File: src/rtl/quad_pkg.sv
// Shared types and phase helpers for the quadrature decoder.
package quad_pkg;

   typedef enum logic {
      INIT  = 1'b0,
      TRACK = 1'b1
   } state_t;

   // Gray-code phases as {A,B}
   localparam logic [1:0] PH_00 = 2'b00;
   localparam logic [1:0] PH_01 = 2'b01;
   localparam logic [1:0] PH_11 = 2'b11;
   localparam logic [1:0] PH_10 = 2'b10;

   localparam logic DIR_UP   = 1'b1;
   localparam logic DIR_DOWN = 1'b0;

   // Run/stability counters are sized for the largest legal FILTER_LEN (255)
   localparam int unsigned FILT_CNT_W = 8;

   // Successor phase in the up sequence 00->01->11->10->00
   function automatic logic [1:0] next_up(input logic [1:0] phase);
      logic [1:0] nxt;
      nxt = PH_00;
      case (phase)
         PH_00:   nxt = PH_01;
         PH_01:   nxt = PH_11;
         PH_11:   nxt = PH_10;
         default: nxt = PH_00;
      endcase
      return nxt;
   endfunction

endpackage

File: src/rtl/glitch_filter.sv
// Two-flop synchroniser plus run-length glitch filter for one encoder channel.
// Also reports when the synchronised level has held steady for FILTER_LEN edges.
module glitch_filter
   import quad_pkg::*;
#(
   parameter int unsigned FILTER_LEN = 3
) (
   input  logic clk,
   input  logic rst,
   input  logic raw,
   input  logic load,
   output logic sync_lvl,
   output logic filt,
   output logic stable_c
);

   localparam logic [FILT_CNT_W-1:0] LEN    = FILT_CNT_W'(FILTER_LEN);
   localparam logic [FILT_CNT_W-1:0] LEN_M1 = FILT_CNT_W'(FILTER_LEN - 1);
   localparam logic [FILT_CNT_W-1:0] ONE    = FILT_CNT_W'(1);

   logic                  sync1;
   logic [FILT_CNT_W-1:0] run_cnt;
   logic [FILT_CNT_W-1:0] stab_cnt;

   // Metastability guard; only the second stage is used downstream
   always_ff @(posedge clk or posedge rst) begin
      if (rst) begin
         sync1    <= 1'b0;
         sync_lvl <= 1'b0;
      end else begin
         sync1    <= raw;
         sync_lvl <= sync1;
      end
   end

   // Filtered level only follows a run of FILTER_LEN consecutive differing samples
   always_ff @(posedge clk or posedge rst) begin
      if (rst) begin
         filt    <= 1'b0;
         run_cnt <= '0;
      end else if (load) begin
         filt    <= sync_lvl;
         run_cnt <= '0;
      end else if (sync_lvl != filt) begin
         if (run_cnt == LEN_M1) begin
            filt    <= sync_lvl;
            run_cnt <= '0;
         end else begin
            run_cnt <= run_cnt + ONE;
         end
      end else begin
         run_cnt <= '0;
      end
   end

   // sync1 is the next sync_lvl, so equality means the level holds across this edge
   always_ff @(posedge clk or posedge rst) begin
      if (rst) begin
         stab_cnt <= '0;
      end else if (sync1 != sync_lvl) begin
         stab_cnt <= '0;
      end else if (stab_cnt != LEN) begin
         stab_cnt <= stab_cnt + ONE;
      end
   end

   assign stable_c = (stab_cnt == LEN);

endmodule

File: src/rtl/quadrature_decoder.sv
// Quadrature A/B decoder: filtered Gray-phase tracking producing a step qualifier,
// direction level and a sticky/saturating illegal-transition report.
module quadrature_decoder
   import quad_pkg::*;
#(
   parameter int unsigned FILTER_LEN = 3,
   parameter int unsigned ERR_W      = 8
) (
   input  logic             clk,
   input  logic             rst,
   input  logic             a_in,
   input  logic             b_in,
   input  logic             clr_err,
   output logic             step,
   output logic             up_down,
   output logic             err,
   output logic [ERR_W-1:0] err_count
);

   localparam logic [ERR_W-1:0] ERR_MAX = '1;
   localparam logic [ERR_W-1:0] ERR_ONE = ERR_W'(1);

   logic       a_sync, b_sync;
   logic       a_filt, b_filt;
   logic       a_stable_c, b_stable_c;
   logic       load_c;
   logic [1:0] cur_c;
   logic [1:0] prev;
   logic       is_up_c, is_dn_c, is_ill_c;
   state_t     state;

   glitch_filter #(.FILTER_LEN(FILTER_LEN)) u_filt_a (
      .clk      (clk),
      .rst      (rst),
      .raw      (a_in),
      .load     (load_c),
      .sync_lvl (a_sync),
      .filt     (a_filt),
      .stable_c (a_stable_c)
   );

   glitch_filter #(.FILTER_LEN(FILTER_LEN)) u_filt_b (
      .clk      (clk),
      .rst      (rst),
      .raw      (b_in),
      .load     (load_c),
      .sync_lvl (b_sync),
      .filt     (b_filt),
      .stable_c (b_stable_c)
   );

   // INIT absorbs the power-up phase once both channels have settled
   assign load_c = (state == INIT) && a_stable_c && b_stable_c;
   assign cur_c  = {a_filt, b_filt};

   always_comb begin
      is_up_c  = (next_up(prev) == cur_c);
      is_dn_c  = (next_up(cur_c) == prev);
      is_ill_c = (cur_c != prev) && !is_up_c && !is_dn_c;
   end

   always_ff @(posedge clk or posedge rst) begin
      if (rst) begin
         state     <= INIT;
         prev      <= PH_00;
         step      <= 1'b0;
         up_down   <= DIR_DOWN;
         err       <= 1'b0;
         err_count <= '0;
      end else begin
         step <= 1'b0;

         case (state)
            INIT: begin
               if (load_c) begin
                  prev  <= {a_sync, b_sync};
                  state <= TRACK;
               end
            end
            TRACK: begin
               prev <= cur_c;
               if (is_up_c) begin
                  step    <= 1'b1;
                  up_down <= DIR_UP;
               end else if (is_dn_c) begin
                  step    <= 1'b1;
                  up_down <= DIR_DOWN;
               end
            end
         endcase

         // A fresh illegal transition beats a simultaneous clear
         if ((state == TRACK) && is_ill_c) begin
            err <= 1'b1;
            if (clr_err)
               err_count <= ERR_ONE;
            else if (err_count != ERR_MAX)
               err_count <= err_count + ERR_ONE;
         end else if (clr_err) begin
            err       <= 1'b0;
            err_count <= '0;
         end
      end
   end

endmodule

File: config.mk
export PLATFORM = sky130hd
export DESIGN_NAME = quadrature_decoder
export DESIGN_NICKNAME = d
export VERILOG_FILES = /design/src/rtl/quad_pkg.sv /design/src/rtl/glitch_filter.sv /design/src/rtl/quadrature_decoder.sv
export SDC_FILE = /design/constraint.sdc
export NUM_CORES = 1
export LEC_CHECK = 0
export ABC_AREA = 0
export BUFFER_PORTS_ARGS = -buffer_cell sky130_fd_sc_hd__buf_2
export CAP_MARGIN = 20
export CORE_MARGIN = 2
export CORE_UTILIZATION = 42
export CTS_BUF_LIST = sky130_fd_sc_hd__clkbuf_16
export CTS_CLUSTER_SIZE = 30
export DETAILED_ROUTE_END_ITERATION = 16
export MAX_ROUTING_LAYER = met4
export PLACE_DENSITY_LB_ADDON = 0.3
export SLEW_MARGIN = 30
export SYNTH_ARGS = -nofsm -noshare
export SYNTH_HDL_FRONTEND = slang
export SYNTH_HIERARCHICAL = 1
export SYNTH_SLANG_ARGS = --single-unit
File: constraint.sdc
create_clock -name clk -period 2 [get_ports clk]
set_input_delay 0.1 -clock clk [delete_from_list [all_inputs] [get_ports clk]]
set_output_delay 0.1 -clock clk [all_outputs]
set_load 0.005 [all_outputs]
==> results.sh <==
export IMPL_status="finished, final reports clean"
export IMPL_clockBufferDepth=2
export IMPL_grt_overflow_total=0
export IMPL_die_area_sq_um=6817
export IMPL_n_antenna_cell=0
export IMPL_fin_cells=369
export IMPL_synth_edf_count=0
export IMPL_finalCritPeriodShare=0.9476
export IMPL_port_buffers=15
export IMPL_grt_usage=0.1634
export IMPL_area_growth_pct=16.70
export IMPL_worstPathMaxFanout=4
export IMPL_ys_flop_type="dfrtp_1"
export IMPL_power_frac_seq=0.436
export IMPL_core_area_sq_um=5956
export IMPL_wl_per_cell_um=12.87
export IMPL_die_h_um=82.57
export IMPL_netSwitchingPower_mw=0.9750
export IMPL_synthesis_area_sq_um=2592
export IMPL_synth_seq_cells=52
export IMPL_yosysUniqueCellTypes=33
export IMPL_crit_arrival_ns=2.07
export IMPL_postCtsSetupBuffers=0
export IMPL_vias_per_cell=5.488
export IMPL_placed_cells=358
export IMPL_slew_viol_final=0
export IMPL_cap_viol_max_count=0
export IMPL_worstSetupStartpointType="flip-flop"
export IMPL_dr_pass1_iters=4
export IMPL_vias=2025
export IMPL_antenna_found_initial=0
export IMPL_holdCritPathClass="in -> reg"
export IMPL_async_reset_ff_frac=1.000
export IMPL_dr_first_iter_drc_count=94
export IMPL_ios=16
export IMPL_setup_tns_final_ns=0
export IMPL_p_per_area_nw_per_um2=1042
export IMPL_clock_sinks=52
export IMPL_fp_row_count=28
export IMPL_vdd_drop_max_v=0.0004791
export IMPL_setup_viol=0
export IMPL_p_clk_frac=0.307
export IMPL_clock_skew_ns=0.007782
export IMPL_grt_max_degree=20
export IMPL_htreeDepth=2
export IMPL_fmax_mhz=527.6
export IMPL_nNetsFinal=305
export IMPL_crit_type="reg -> reg"
export IMPL_power_leakage_nw=1.348
export IMPL_synth_area_per_cell_sq_um=9.933
export IMPL_yosysWarnings=6
export IMPL_wl_mm=4.748
export IMPL_hold_viol_final=0
export IMPL_root_buffer="clkbuf_16"
export IMPL_first_global_vias=1900
export IMPL_grt_pass1_wl_mm=8.431
export IMPL_yosysSeqAreaShare=0.5019
export IMPL_n_fill_cell=571
export IMPL_insertion_delay_ns=0.29
export IMPL_gp_congestion=0.8141
export IMPL_whs_ns=0.1239
export IMPL_max_slew_margin=0.5111
export IMPL_clkSlewWorstSetupHoldPaths_ns=0.07
export IMPL_cp_end_kind="flip-flop"
export IMPL_r2r_slack_ns=0.10
export IMPL_drc=0
export IMPL_drive_gt1_frac=0.1769
export IMPL_syn_instance_count=261
export IMPL_crit_required_ns=2.17
export IMPL_ant_nets=0
export IMPL_min_period_ns=1.895
export IMPL_die_w_um=82.57
export IMPL_rsz0062_at_grt="no"
export IMPL_hpwlAfterDp_mm=3.368
export IMPL_p_comb_frac=0.258
export IMPL_synth_nets=273
export IMPL_cts_made_buffers=5
export IMPL_initial_utilization=0.4353
export IMPL_swShare=0.3093
export IMPL_p_int_mw=2.177
export IMPL_cts_tree="yes"
export IMPL_worst_slew_pin_transition_ns=0.7326
worst max-delay path, stage by stage (launching register included):
cell and delay (ns):
dfrtp_1 0.37, ha_2 0.20, or4b_4 0.48, nor2_1 0.16, nand2_2 0.10, nor2_4 0.13, a21oi_1 0.06, mux2_2 0.29
final timing paths:
path,start,to,cells past startpoint
worst max-delay path,u_filt_a/stab_cnt[0]$_DFFE_PP0P_,u_filt_a/filt$_DFFE_PP0P_,7
worst min-delay path,clr_err,err_count[4]$_DFFE_PP0P_,2
worst max register to register,u_filt_a/stab_cnt[0]$_DFFE_PP0P_,u_filt_a/filt$_DFFE_PP0P_,7
worst min register to register,u_filt_a/sync1$_DFF_PP0_,u_filt_a/sync_lvl$_DFF_PP0_,0
max in group asynchronous,rst,u_filt_b/run_cnt[7]$_DFF_PP0_,3
min in group asynchronous,rst,prev[0]$_DFFE_PP0P_,3
synth_stat cells, types with 4 or more instances:
master | instances | area, sq um
dfrtp_1 | 52 | 1301
a21oi_1 | 25 | 125.1
nor2_1 | 21 | 78.83
nand3_1 | 20 | 100.1
o21ai_0 | 18 | 90.09
nand2_1 | 14 | 52.55
or3_1 | 14 | 87.58
xor2_1 | 13 | 113.9
inv_1 | 11 | 41.29
nor3_1 | 10 | 50.05
ha_1 | 7 | 87.58
nand4_1 | 7 | 43.79
xnor2_1 | 6 | 52.55
mux2_2 | 4 | 45.04
nand2b_1 | 4 | 25.02
nor4b_1 | 4 | 35.03
stage by stage:
| stage | total power [mW] | area [sq um] | setup WS, ns | utilization |
|---|---|---|---|---|
| 2_1_floorplan | 1.951 | 2592 | 0.05412 | - |
| 3_3_place_gp | 2.171 | 2813 | 0.05700 | 0.4723 |
| 3_5_place_dp | 2.195 | 2813 | 0.03156 | 0.4723 |
| 4_1_cts | 3.175 | 3010 | 0.001506 | 0.5055 |
| 5_1_grt | 3.362 | 3025 | 0.01554 | 0.5080 |
| 6_report | 3.152 | 3025 | 0.1048 | 0.5080 |
cell usage in the layout (no fill, tap or decap), drive strengths merged:
master	netlist	final
clkinvlp	0	1
nand3	20	20
dlygate4sd3	0	3
dfrtp	52	52
and2	1	1
nor3	12	12
or4b	2	2
o21ai	20	20
inv	11	11
clkinv	0	1
ha	7	7
a211oi	2	2
nor2	21	21
xor2	13	13
and3	4	4
clkbuf	1	5
nand2b	4	4
nand2	14	14
nor4b	4	4
or3	14	14
nand4	7	7
a211o	4	4
a311oi	1	1
a21oi	25	25
mux2	4	4
a21boi	2	2
bufinv	0	1
mux2i	3	3
buf	3	26
xnor2	6	6
and2b	2	2
and4	2	2
logic make-up after synthesis:
group | count (synthesis) | synth area share
AO/OA/AOI/OAI | 54 | 0.1163
XOR/XNOR | 19 | 0.06419
adder cells (fa/ha/maj) | 7 | 0.03378
buffers and inverters | 15 | 0.02799
flip-flops | 52 | 0.5019
multiplexers | 7 | 0.02896
AND/OR/NAND/NOR | 107 | 0.2268
power by group through the flow:
stage | combinational (mW) | sequential (mW) | clock [mW]
2_1_floorplan | 0.568 | 1.38 | 0
3_3_place_gp | 0.783 | 1.39 | 0
3_5_place_dp | 0.800 | 1.39 | 0
4_1_cts | 0.809 | 1.37 | 0.991
5_1_grt | 0.935 | 1.40 | 1.03
6_report | 0.812 | 1.37 | 0.966
timing repair:
item	in CTS	in global routing
hold buffers	3	0
gates resized for setup	0	6
hold endpoints to repair	54	0
setup endpoints to repair	0	18
state kept, by name, indices dropped and copies added (netlist names), 2 cells and up:
signal and count:
prev 2, u_filt_a/run_cnt 8, u_filt_b/run_cnt 8, u_filt_a/stab_cnt 8, u_filt_b/stab_cnt 8, err_count 8
final cells by class:
class                      instances  area, sq um  share of cell area
sequential                        52         1301              0.4301
multi-input combinational        194         1234              0.4078
timing repair buffer              29        187.7             0.06203
clock buffer                       5        125.1             0.04136
tap                               75        93.84             0.03102
clock inverter                     3        42.54             0.01406
inverter                          11        41.29             0.01365
routing by layer:
layer | track usage | wire, um | up-vias
li1 | - | - | 999
met1 | 0.1963 | 2229 | 992
met2 | 0.2710 | 2291 | 27
met3 | 0.03587 | 148 | 7
met4 | 0.05902 | 80 | 0
met5 | - | 0 | -
Note: power is estimated with default switching activity, not from simulation.
